`src/rtl/muldiv_pkg.sv`:
```
// Shared definitions for the RV32M execute-stage multiply/divide unit.
//   state_t   : FSM states of ex_muldiv
//   F3_*      : funct3 encodings of the RV32M operations
//   ITER_CNT  : number of radix-2 iterations per multiply/divide
package muldiv_pkg;

  localparam int ITER_CNT = 32;
  localparam int CNT_W    = $clog2(ITER_CNT);

  typedef enum logic [1:0] {
    IDLE = 2'd0,
    CALC = 2'd1,
    DONE = 2'd2
  } state_t;

  localparam logic [2:0] F3_MUL    = 3'b000;
  localparam logic [2:0] F3_MULH   = 3'b001;
  localparam logic [2:0] F3_MULHSU = 3'b010;
  localparam logic [2:0] F3_MULHU  = 3'b011;
  localparam logic [2:0] F3_DIV    = 3'b100;
  localparam logic [2:0] F3_DIVU   = 3'b101;
  localparam logic [2:0] F3_REM    = 3'b110;
  localparam logic [2:0] F3_REMU   = 3'b111;

  // All divide/remainder encodings have funct3[2] set.
  function automatic logic is_div_op(input logic [2:0] f3);
    return f3[2];
  endfunction

endpackage

```
`src/rtl/ex_muldiv.sv`:
```
// Iterative RV32M multiply/divide unit for the EX stage.
// One 64-bit shift register and one 33-bit adder/subtractor are shared by
// shift-add multiply and restoring divide; operands are processed as
// magnitudes and the sign is fixed up when the result is presented.
//
// Ports:
//   clk, rst        clock, synchronous active-high reset
//   start           valid RV32M op in EX this cycle
//   funct3          operation select (MUL..REMU)
//   rs1_data        operand A (multiplicand / dividend)
//   rs2_data        operand B (multiplier / divisor)
//   cacheStall      global freeze
//   flush           abort current op, return to IDLE
//   busy            combinational stall request
//   done            result valid (DONE state)
//   result          rd write-back value, zero outside DONE
module ex_muldiv
  import muldiv_pkg::*;
(
  input  logic        clk,
  input  logic        rst,
  input  logic        start,
  input  logic [2:0]  funct3,
  input  logic [31:0] rs1_data,
  input  logic [31:0] rs2_data,
  input  logic        cacheStall,
  input  logic        flush,
  output logic        busy,
  output logic        done,
  output logic [31:0] result
);

  state_t             state_reg, state_next;
  logic [CNT_W-1:0]   count_reg, count_next;
  logic [2:0]         op_reg, op_next;
  // Multiply: {partial product hi, multiplier lo}. Divide: {remainder, quotient}.
  logic [63:0]        acc_reg, acc_next;
  logic [31:0]        opb_reg, opb_next;
  logic               neg_res_reg, neg_res_next;
  logic               neg_rem_reg, neg_rem_next;

  // Operand decode, only meaningful while accepting in IDLE.
  logic        a_signed, b_signed, a_neg, b_neg;
  logic [31:0] a_mag, b_mag;
  logic        div_by_zero, div_ovf;

  always_comb begin
    a_signed    = (funct3 == F3_MULH) || (funct3 == F3_MULHSU) ||
                  (funct3 == F3_DIV)  || (funct3 == F3_REM);
    b_signed    = (funct3 == F3_MULH) || (funct3 == F3_DIV) || (funct3 == F3_REM);
    a_neg       = a_signed && rs1_data[31];
    b_neg       = b_signed && rs2_data[31];
    a_mag       = a_neg ? (~rs1_data + 32'd1) : rs1_data;
    b_mag       = b_neg ? (~rs2_data + 32'd1) : rs2_data;
    div_by_zero = is_div_op(funct3) && (rs2_data == 32'd0);
    div_ovf     = ((funct3 == F3_DIV) || (funct3 == F3_REM)) &&
                  (rs1_data == 32'h8000_0000) && (rs2_data == 32'hFFFF_FFFF);
  end

  // Shared 33-bit adder. Divide subtracts the divisor from the remainder
  // shifted left by one; the 33-bit sign bit is exact for that range, so it
  // doubles as the restoring-divide borrow.
  logic        is_mul;
  logic [32:0] add_a, add_b, sum;

  always_comb begin
    is_mul = !is_div_op(op_reg);
    add_a  = is_mul ? {1'b0, acc_reg[63:32]} : acc_reg[63:31];
    add_b  = is_mul ? {1'b0, opb_reg} : ~{1'b0, opb_reg};
    sum    = add_a + add_b + {32'd0, ~is_mul};
  end

  always_comb begin
    state_next   = state_reg;
    count_next   = count_reg;
    op_next      = op_reg;
    acc_next     = acc_reg;
    opb_next     = opb_reg;
    neg_res_next = neg_res_reg;
    neg_rem_next = neg_rem_reg;

    if (flush) begin
      state_next = IDLE;
      count_next = '0;
    end else if (!cacheStall) begin
      case (state_reg)
        IDLE: begin
          if (start) begin
            op_next    = funct3;
            count_next = '0;
            if (div_by_zero) begin
              // Quotient all ones, remainder is the raw dividend.
              acc_next     = {rs1_data, 32'hFFFF_FFFF};
              opb_next     = '0;
              neg_res_next = 1'b0;
              neg_rem_next = 1'b0;
              state_next   = DONE;
            end else if (div_ovf) begin
              acc_next     = {32'd0, 32'h8000_0000};
              opb_next     = '0;
              neg_res_next = 1'b0;
              neg_rem_next = 1'b0;
              state_next   = DONE;
            end else begin
              acc_next     = {32'd0, a_mag};
              opb_next     = b_mag;
              neg_res_next = a_neg ^ b_neg;
              neg_rem_next = a_neg;
              state_next   = CALC;
            end
          end
        end
        CALC: begin
          if (is_mul) begin
            acc_next = acc_reg[0] ? {sum, acc_reg[31:1]} : {1'b0, acc_reg[63:1]};
          end else begin
            acc_next = sum[32] ? {acc_reg[62:0], 1'b0}
                               : {sum[31:0], acc_reg[30:0], 1'b1};
          end
          count_next = count_reg + CNT_W'(1);
          if (count_reg == CNT_W'(ITER_CNT - 1)) begin
            state_next = DONE;
          end
        end
        DONE:    state_next = IDLE;
        default: state_next = IDLE;
      endcase
    end
  end

  always_ff @(posedge clk) begin
    if (rst) begin
      state_reg   <= IDLE;
      count_reg   <= '0;
      op_reg      <= '0;
      acc_reg     <= '0;
      opb_reg     <= '0;
      neg_res_reg <= 1'b0;
      neg_rem_reg <= 1'b0;
    end else begin
      state_reg   <= state_next;
      count_reg   <= count_next;
      op_reg      <= op_next;
      acc_reg     <= acc_next;
      opb_reg     <= opb_next;
      neg_res_reg <= neg_res_next;
      neg_rem_reg <= neg_rem_next;
    end
  end

  // Sign fix-up and result selection from the frozen accumulator.
  logic [63:0] prod;
  logic [31:0] quot, rem, res_sel;

  always_comb begin
    prod = neg_res_reg ? (~acc_reg + 64'd1) : acc_reg;
    quot = neg_res_reg ? (~acc_reg[31:0] + 32'd1) : acc_reg[31:0];
    rem  = neg_rem_reg ? (~acc_reg[63:32] + 32'd1) : acc_reg[63:32];
    case (op_reg)
      F3_MUL:                       res_sel = prod[31:0];
      F3_MULH, F3_MULHSU, F3_MULHU: res_sel = prod[63:32];
      F3_DIV, F3_DIVU:              res_sel = quot;
      default:                      res_sel = rem;
    endcase
  end

  assign busy   = !rst && ((state_reg == CALC) || ((state_reg == IDLE) && start));
  assign done   = (state_reg == DONE);
  assign result = done ? res_sel : 32'd0;

endmodule
```
`config.mk`:
```
export PLATFORM = sky130hd
export DESIGN_NAME = ex_muldiv
export DESIGN_NICKNAME = d
export VERILOG_FILES = /design/src/rtl/muldiv_pkg.sv /design/src/rtl/ex_muldiv.sv
export SDC_FILE = /design/constraint.sdc
export NUM_CORES = 1
export LEC_CHECK = 0
export CORE_ASPECT_RATIO = 1.2
export CORE_MARGIN = 3
export CORE_UTILIZATION = 60
export DETAILED_ROUTE_END_ITERATION = 8
export PLACE_DENSITY = 0.93
export REMOVE_ABC_BUFFERS = 1
export SLEW_MARGIN = 30
export SYNTH_ARGS = -nofsm -noshare
export SYNTH_HDL_FRONTEND = slang
export SYNTH_SLANG_ARGS = --single-unit
```
`constraint.sdc`:
```
create_clock -name clk -period 5.4 [get_ports clk]
set_input_delay 0.54 -clock clk [delete_from_list [all_inputs] [get_ports clk]]
set_output_delay 0.54 -clock clk [all_outputs]
set_load 0.02 [all_outputs]
```
==> results of run 1 <==
## layer usage
metal | global-route usage | vias to the layer above | wire (um)
met4 | 0.242 | 0 | 2990
met2 | 0.591 | 1063 | 18800
met3 | 0.0624 | 268 | 4980
li1 | - | 6310 | -
met5 | 0 | - | 0
met1 | 0.444 | 6193 | 15100
## worst max-delay path, cell delays in order, from the launching register on
cell and delay (ps):
sky130_fd_sc_hd__dfxtp_1 390, sky130_fd_sc_hd__inv_1 180, sky130_fd_sc_hd__ha_1 180, sky130_fd_sc_hd__or3b_1 380, sky130_fd_sc_hd__or3_1 390, sky130_fd_sc_hd__nand2b_1 220
sky130_fd_sc_hd__or4_1 630, sky130_fd_sc_hd__or4b_1 560, sky130_fd_sc_hd__nand2_1 100, sky130_fd_sc_hd__xnor2_1 140, sky130_fd_sc_hd__o221ai_1 170, sky130_fd_sc_hd__a21oi_1 290
sky130_fd_sc_hd__clkdlybuf4s50_1 660
## power groups by stage
stage	sequential, uW	combinational [uW]	clock, uW
floorplan	917	540	0
global placement	929	781	0
detailed placement	932	800	0
CTS	913	805	674
global route	925	898	709
finish	919	834	688
## synthesized netlist by cell type (all sizes together), types with 14 or more instances
library cell	number
nor2	171
nor3	54
or4	22
nand4	19
xnor2	93
o21ai	125
o41ai	14
a31oi	15
ha	38
inv	27
or2	16
o31ai	34
a21oi	144
a221oi	20
xor2	116
mux2i	51
nand2	161
dfxtp	108
nand3	19
buf	21
mux2	35
a211oi	71
clkbuf	134
nor4	17
or3	30
o221ai	15
## area by class of cell
type / instances / area [um^2]
Multi-Input combinational cell: 1436 / 9460
Fill cell: 1653 / 6220
Sequential cell: 108 / 2170
Timing Repair Buffer: 133 / 1260
Tap cell: 261 / 327
Clock buffer: 10 / 239
Inverter: 28 / 105
Clock inverter: 6 / 46.3
## per-stage QoR
stage / TNS [ps] / total power, uW
after CTS: 0 / 2390
after global placement: 0 / 1710
after detailed placement: 0 / 1730
final: 0 / 2440
after global routing: 0 / 2530
after floorplan: -99350 / 1460
## logic make-up after synthesis
family | Yosys count | synth area share
and+or+nand+nor | 563 | 0.220
AOI/OAI and AO/OA | 539 | 0.284
xor gates and xnor gates | 209 | 0.149
buffers and inverters | 183 | 0.0573
DFF | 108 | 0.176
muxes | 86 | 0.0736
adders and majority gates | 39 | 0.0403
## path summary, 6_finish.rpt
check / startpoint / end / slack, ps
hold reg to reg: opb_reg[31] / opb_reg[31] / 470
setup reg to reg: op_reg[2] / acc_reg[45] / 590
setup / recovery: acc_reg[32] / result[28] / 170
hold / removal: opb_reg[31] / opb_reg[31] / 470
==> summary.json, run 1 <==
{
  "detail_route.wirelength_um": 41800,
  "core_area_um2": 19800,
  "finalSetupViolations": 0,
  "final_min_period_over_clock_period": 0.968,
  "dpl_hpwl_um": 30500,
  "grt_overflow_total": 0,
  "timing.critical_path.required_ps": 4860,
  "io-pin-count": 106,
  "pwr_cell_area_nw_per_um2": 179,
  "design.die.area_um2": 22200,
  "layout.core_utilization": 0.686,
  "worstSetupEndpointType": "primary output",
  "vias": 13800,
  "yosysWarningCount": 0,
  "timing.final.hold_violations": 0,
  "ys_async_sr_fraction": 0,
  "vdd.ir_drop.worst_uv": 157,
  "start_util": 0.620,
  "globalRouteTotalUtil": 0.366,
  "first_global_vias": 13100,
  "power.share.clock": 0.282,
  "cts-hold-fix-buffers": 0,
  "post-place-cells": 1966,
  "detail_route.wl_per_cell_um": 21.1,
  "cellInternalPower_uw": 1500,
  "maxClockFrequency_ghz": 0.191,
  "finalNetCount": 1827,
  "post_cts_resize_count": 0,
  "post_drt_via_cell_ratio": 6.98,
  "status": "complete, but fails checks",
  "worstRegToRegCells": 12,
  "layout.cells.most_common": "sky130_fd_sc_hd__nor2_1",
  "sequentialPowerShare": 0.376,
  "min_path_cells": 2,
  "fin_ws_ps": 175,
  "cts.sink_count": 108,
  "synth_cell_type_count": 72,
  "finalMaxSlewViolations": 0,
  "synth.cell_area_um2": 12300,
  "post_route_cells_drive_above_1_share": 0.0674,
  "io_buffer_count": 105,
  "die-height_um": 163,
  "worst_relative_slew_slack": 0.340,
  "violations": "DRC",
  "commonest_cells_after_routing_fill_and_taps_aside": "sky130_fd_sc_hd__nor2_1, sky130_fd_sc_hd__nand2_1, sky130_fd_sc_hd__a21oi_1",
  "die_width_um": 137,
  "antenna_found_initial": 0,
  "dpl_cell_area_um2": 13300,
  "worstPathMaxFanout": 8,
  "yosys.area.top_type": "sky130_fd_sc_hd__dfxtp_1",
  "largest_register_ffs": 64,
  "synth_top_flop_cell": "sky130_fd_sc_hd__dfxtp_1",
  "synth-edff-count": 0,
  "cp-start-kind": "flip-flop",
  "postSynthRegisterBits": 108,
  "numCtsBuffers": 9,
  "combPwrFrac": 0.342,
  "clk_transition_reported_paths_ps": 80,
  "clk_latency_ps": 370,
  "cts_tree": "yes",
  "syn-instance-count": 1727,
  "fin_worst_hold_slack_ps": 474,
  "ctsLongestPathBuffers": 2,
  "synth_top_area_share": 0.176,
  "worst-slew-pin-transition_ps": 965,
  "yosysSeqAreaShare": 0.176,
  "antenna-diode-count": 0,
  "h_tree_levels": 3,
  "antenna_violating_nets_post_route": 0,
  "hold_class": "flip-flop to flip-flop",
  "worst_clock_skew_ps": 11.9,
  "final_design_instance_area_without_fill_um2": 13600,
  "switching_power_uw": 940,
  "p_leak_uw": 0.00490,
  "place_ws_ps": 699,
  "rsz0062_at_grt": "no",
  "syn_avg_cell_area_um2": 7.12,
  "gp_congestion": 1.03,
  "rows": 56,
  "yosys-top-cells-area": "sky130_fd_sc_hd__dfxtp_1, sky130_fd_sc_hd__xor2_1, sky130_fd_sc_hd__xnor2_1",
  "drcViolationCount": 3,
  "cp.arrival_ps": 4690,
  "cts_setup_buffers": 0,
  "syn_to_final_growth_pct": 10.7,
  "power.switching_fraction": 0.385,
  "grt_start_max_net_pins": 75,
  "final_cell_count_no_fill": 1982,
  "cap_violations": 0,
  "criticalPathCategory": "flip-flop to primary output",
  "drt_iter0_drc": 1963,
  "cts-root-buf": "sky130_fd_sc_hd__clkbuf_16",
  "grt_pass1_wl_um": 66100,
  "min_period_ps": 5230,
  "firstDrtPassIters": 9
}
No activity file was read; power rests on OpenSTA's default activity.
==> run 2: changes to the inputs <==
- MAX_ROUTING_LAYER: not set -> met4
==> summary.json, run 2 (synthesis results as in run 1) <==
{
  "worstRegToRegCells": {"value": 12, "change": "unchanged"},
  "die-height": {"value": 163, "unit": "um", "change": "unchanged"},
  "fill_cells": {"value": 1701, "change": "+2.9%"},
  "grt_pass1_wl": {"value": 66400, "unit": "um", "change": "+0.50%"},
  "area.sequential": {"value": 2170, "unit": "um^2", "change": "unchanged"},
  "die_width": {"value": 137, "unit": "um", "change": "unchanged"},
  "vias": {"value": 13700, "change": "-1.0%"},
  "maxClockFrequency": {"value": 0.194, "unit": "GHz", "change": "+1.3%"},
  "core_area": {"value": 19800, "unit": "um^2", "change": "unchanged"},
  "rows": {"value": 56, "change": "unchanged"},
  "cts_tree": "yes",
  "hold_class": "flip-flop to flip-flop",
  "io-pin-count": {"value": 106, "change": "unchanged"},
  "timing.final.hold_violations": {"value": 0, "change": "unchanged"},
  "drt_iter0_drc": {"value": 1945, "change": "-0.92%"},
  "crit_cells": {"value": 10, "change": "-2"},
  "ctsLongestPathBuffers": {"value": 2, "change": "unchanged"},
  "status": "completed",
  "finalSetupViolations": {"value": 0, "change": "unchanged"},
  "gp_congestion": {"value": 1.05, "change": "+2.3%"},
  "crit_path_max_cell_delay": {"value": 760, "unit": "ps", "change": "+100 ps"},
  "pwr_cell_area": {"value": 179, "unit": "nW/um^2", "change": "about the same"},
  "post-place-cells": {"value": 1965, "change": "-0.051%"},
  "report.power.total": {"value": 2440, "unit": "uW", "change": "-0.10%"},
  "post_drt_via_cell_ratio": {"value": 6.91, "change": "-0.98%"},
  "grt_overflow_total": {"value": 0, "change": "unchanged"},
  "cap_violations": {"value": 0, "change": "unchanged"},
  "cp_top_family": "simple AND/OR/NAND/NOR gates",
  "multiInputGateArea": {"value": 9460, "unit": "um^2", "change": "about the same"},
  "cp-start-kind": "flip-flop",
  "cts-root-buf": "sky130_fd_sc_hd__clkbuf_16",
  "worst-r2r-setup-slack": {"value": 730, "unit": "ps", "change": "+140 ps"},
  "grt_start_max_net_pins": {"value": 77, "change": "+2.7%"},
  "worst_clock_skew": {"value": 10.7, "unit": "ps", "change": "-1.19 ps"},
  "timing.setup.tns": {"value": 0, "unit": "ps", "change": "unchanged"},
  "vdd.ir_drop.worst": {"value": 214, "unit": "uV", "change": "+36%"},
  "firstDrtPassIters": {"value": 6, "change": "-3"},
  "antenna_found_initial": {"value": 0, "change": "unchanged"},
  "place_ws": {"value": 768, "unit": "ps", "change": "+69.1 ps"},
  "finalNetCount": {"value": 1826, "change": "-0.055%"},
  "detail_route.wirelength": {"value": 42500, "unit": "um", "change": "+1.7%"},
  "final_cell_count_no_fill": {"value": 1981, "change": "-0.050%"},
  "start_util": {"value": 0.620, "change": "unchanged"},
  "worst_relative_slew_slack": {"value": 0.328, "change": "-0.0124"},
  "syn_to_final_growth_pct": 10.6,
  "cts_setup_buffers": {"value": 0, "change": "unchanged"},
  "post_route_cells_drive_above_1_share": {"value": 0.0669, "change": "-0.000542"},
  "min_period": {"value": 5160, "unit": "ps", "change": "-68.2 ps"},
  "first_global_vias": {"value": 12800, "change": "-2.4%"},
  "min_path_cells": {"value": 2, "change": "unchanged"},
  "finalMaxSlewViolations": {"value": 0, "change": "unchanged"},
  "h_tree_levels": {"value": 3, "change": "unchanged"},
  "drcViolationCount": {"value": 0, "change": "-3"},
  "antenna-diode-count": {"value": 0, "change": "unchanged"},
  "timing.critical_path.cells": "or4_1, nor4_1, nand4b_1, or4_1, or2_2, nand2_1, a21oi_1, a22o_1, a21oi_1, clkdlybuf4s50_1",
  "fin_worst_hold_slack": {"value": 469, "unit": "ps", "change": "-4.70 ps"},
  "post_cts_resize_count": {"value": 0, "change": "unchanged"},
  "slowest_cell_on_the_critical_path": "sky130_fd_sc_hd__or4_1",
  "worstPathMaxFanout": {"value": 12, "change": "+4"},
  "worstSetupEndpointType": "primary output",
  "antenna_violating_nets_post_route": {"value": 0, "change": "unchanged"},
  "clk_latency": {"value": 370, "unit": "ps", "change": "about the same"},
  "largest_register_ffs": {"value": 64, "change": "unchanged"},
  "io_buffer_count": {"value": 105, "change": "unchanged"},
  "critical_path.n_buffers_inverters": {"value": 1, "change": "-1"},
  "layout.cells.most_common": "sky130_fd_sc_hd__nor2_1",
  "numCtsBuffers": {"value": 9, "change": "unchanged"},
  "dpl_hpwl": {"value": 31500, "unit": "um", "change": "+3.2%"},
  "cts-hold-fix-buffers": {"value": 0, "change": "unchanged"},
  "commonest_cells_after_routing_fill_and_taps_aside": "sky130_fd_sc_hd__nor2_1, sky130_fd_sc_hd__nand2_1, sky130_fd_sc_hd__a21oi_1",
  "final_min_period_over_clock_period": {"value": 0.955, "change": "-0.0126"},
  "timing.critical_path.required": {"value": 4860, "unit": "ps", "change": "about the same"},
  "criticalPathCategory": "flip-flop to primary output",
  "globalRouteTotalUtil": {"value": 0.381, "change": "+0.0148"},
  "worst-slew-pin-transition": {"value": 999, "unit": "ps", "change": "+34.3 ps"},
  "rsz0062_at_grt": "no",
  "fin_ws": {"value": 243, "unit": "ps", "change": "+68.2 ps"},
  "cts.sink_count": {"value": 108, "change": "unchanged"},
  "clk_transition_reported_paths": {"value": 80, "unit": "ps", "change": "about the same"},
  "p_leak": {"value": 0.00489, "unit": "uW", "change": "-0.20%"},
  "detail_route.wl_per_cell": {"value": 21.5, "unit": "um", "change": "+1.7%"},
  "design.die.area": {"value": 22200, "unit": "um^2", "change": "unchanged"},
  "cp.arrival": {"value": 4620, "unit": "ps", "change": "-70 ps"}
}
## run 2: cell types whose count changed in the layout (fill, tap and decap cells not counted)
cell                       change
sky130_fd_sc_hd__inv_8         +1
sky130_fd_sc_hd__nor2_1        -1
sky130_fd_sc_hd__o41ai_1       +1
sky130_fd_sc_hd__buf_4         -1
sky130_fd_sc_hd__clkbuf_8      -1
sky130_fd_sc_hd__o41ai_2       -1
sky130_fd_sc_hd__nor2_2        +1
## run 2: worst min-delay path: cells and delay by family (launching register included)
kind             cells  cell delay (ps)
AO/OA/AOI/OAI        1               50
flip-flops           1              330
AND/OR/NAND/NOR      1               50
## run 2: cell type report
cell class / count / share of cell area
Clock inverter: 7 / 0.00423
Timing Repair Buffer: 132 / 0.0921
Sequential cell: 108 / 0.160
Inverter: 28 / 0.00773
Tap cell: 261 / 0.0240
Multi-Input combinational cell: 1436 / 0.696
Clock buffer: 9 / 0.0166
## run 2: worst paths after layout
kind                    start           to
hold / removal    opb_reg[31]  opb_reg[31]
setup reg to reg    op_reg[2]  acc_reg[45]
hold reg to reg   opb_reg[31]  opb_reg[31]
setup / recovery  acc_reg[11]   result[13]
## run 2: metal layers
layer | routed length, um | track usage | part of all wire | vias up
met1 | 15900 | 0.451 | 0.37 | 6200
met3 | 4340 | 0.0633 | 0.10 | 239
met5 | 0 | - | 0 | -
li1 | - | - | - | 6304
met4 | 2840 | 0.229 | 0.067 | 0
met2 | 19500 | 0.602 | 0.46 | 949
## run 2: metrics by stage
stage	instance area, um^2	util
floorplan	11700	-
global placement	13300	0.671
CTS	13600	0.685
global route	13600	0.685
detailed placement	13300	0.671
finish	13600	0.685
## run 2: where the power goes
part	internal, uW	switching, uW
clock	322	370
sequential	836	83.5
combinational	332	495
total	1490	948
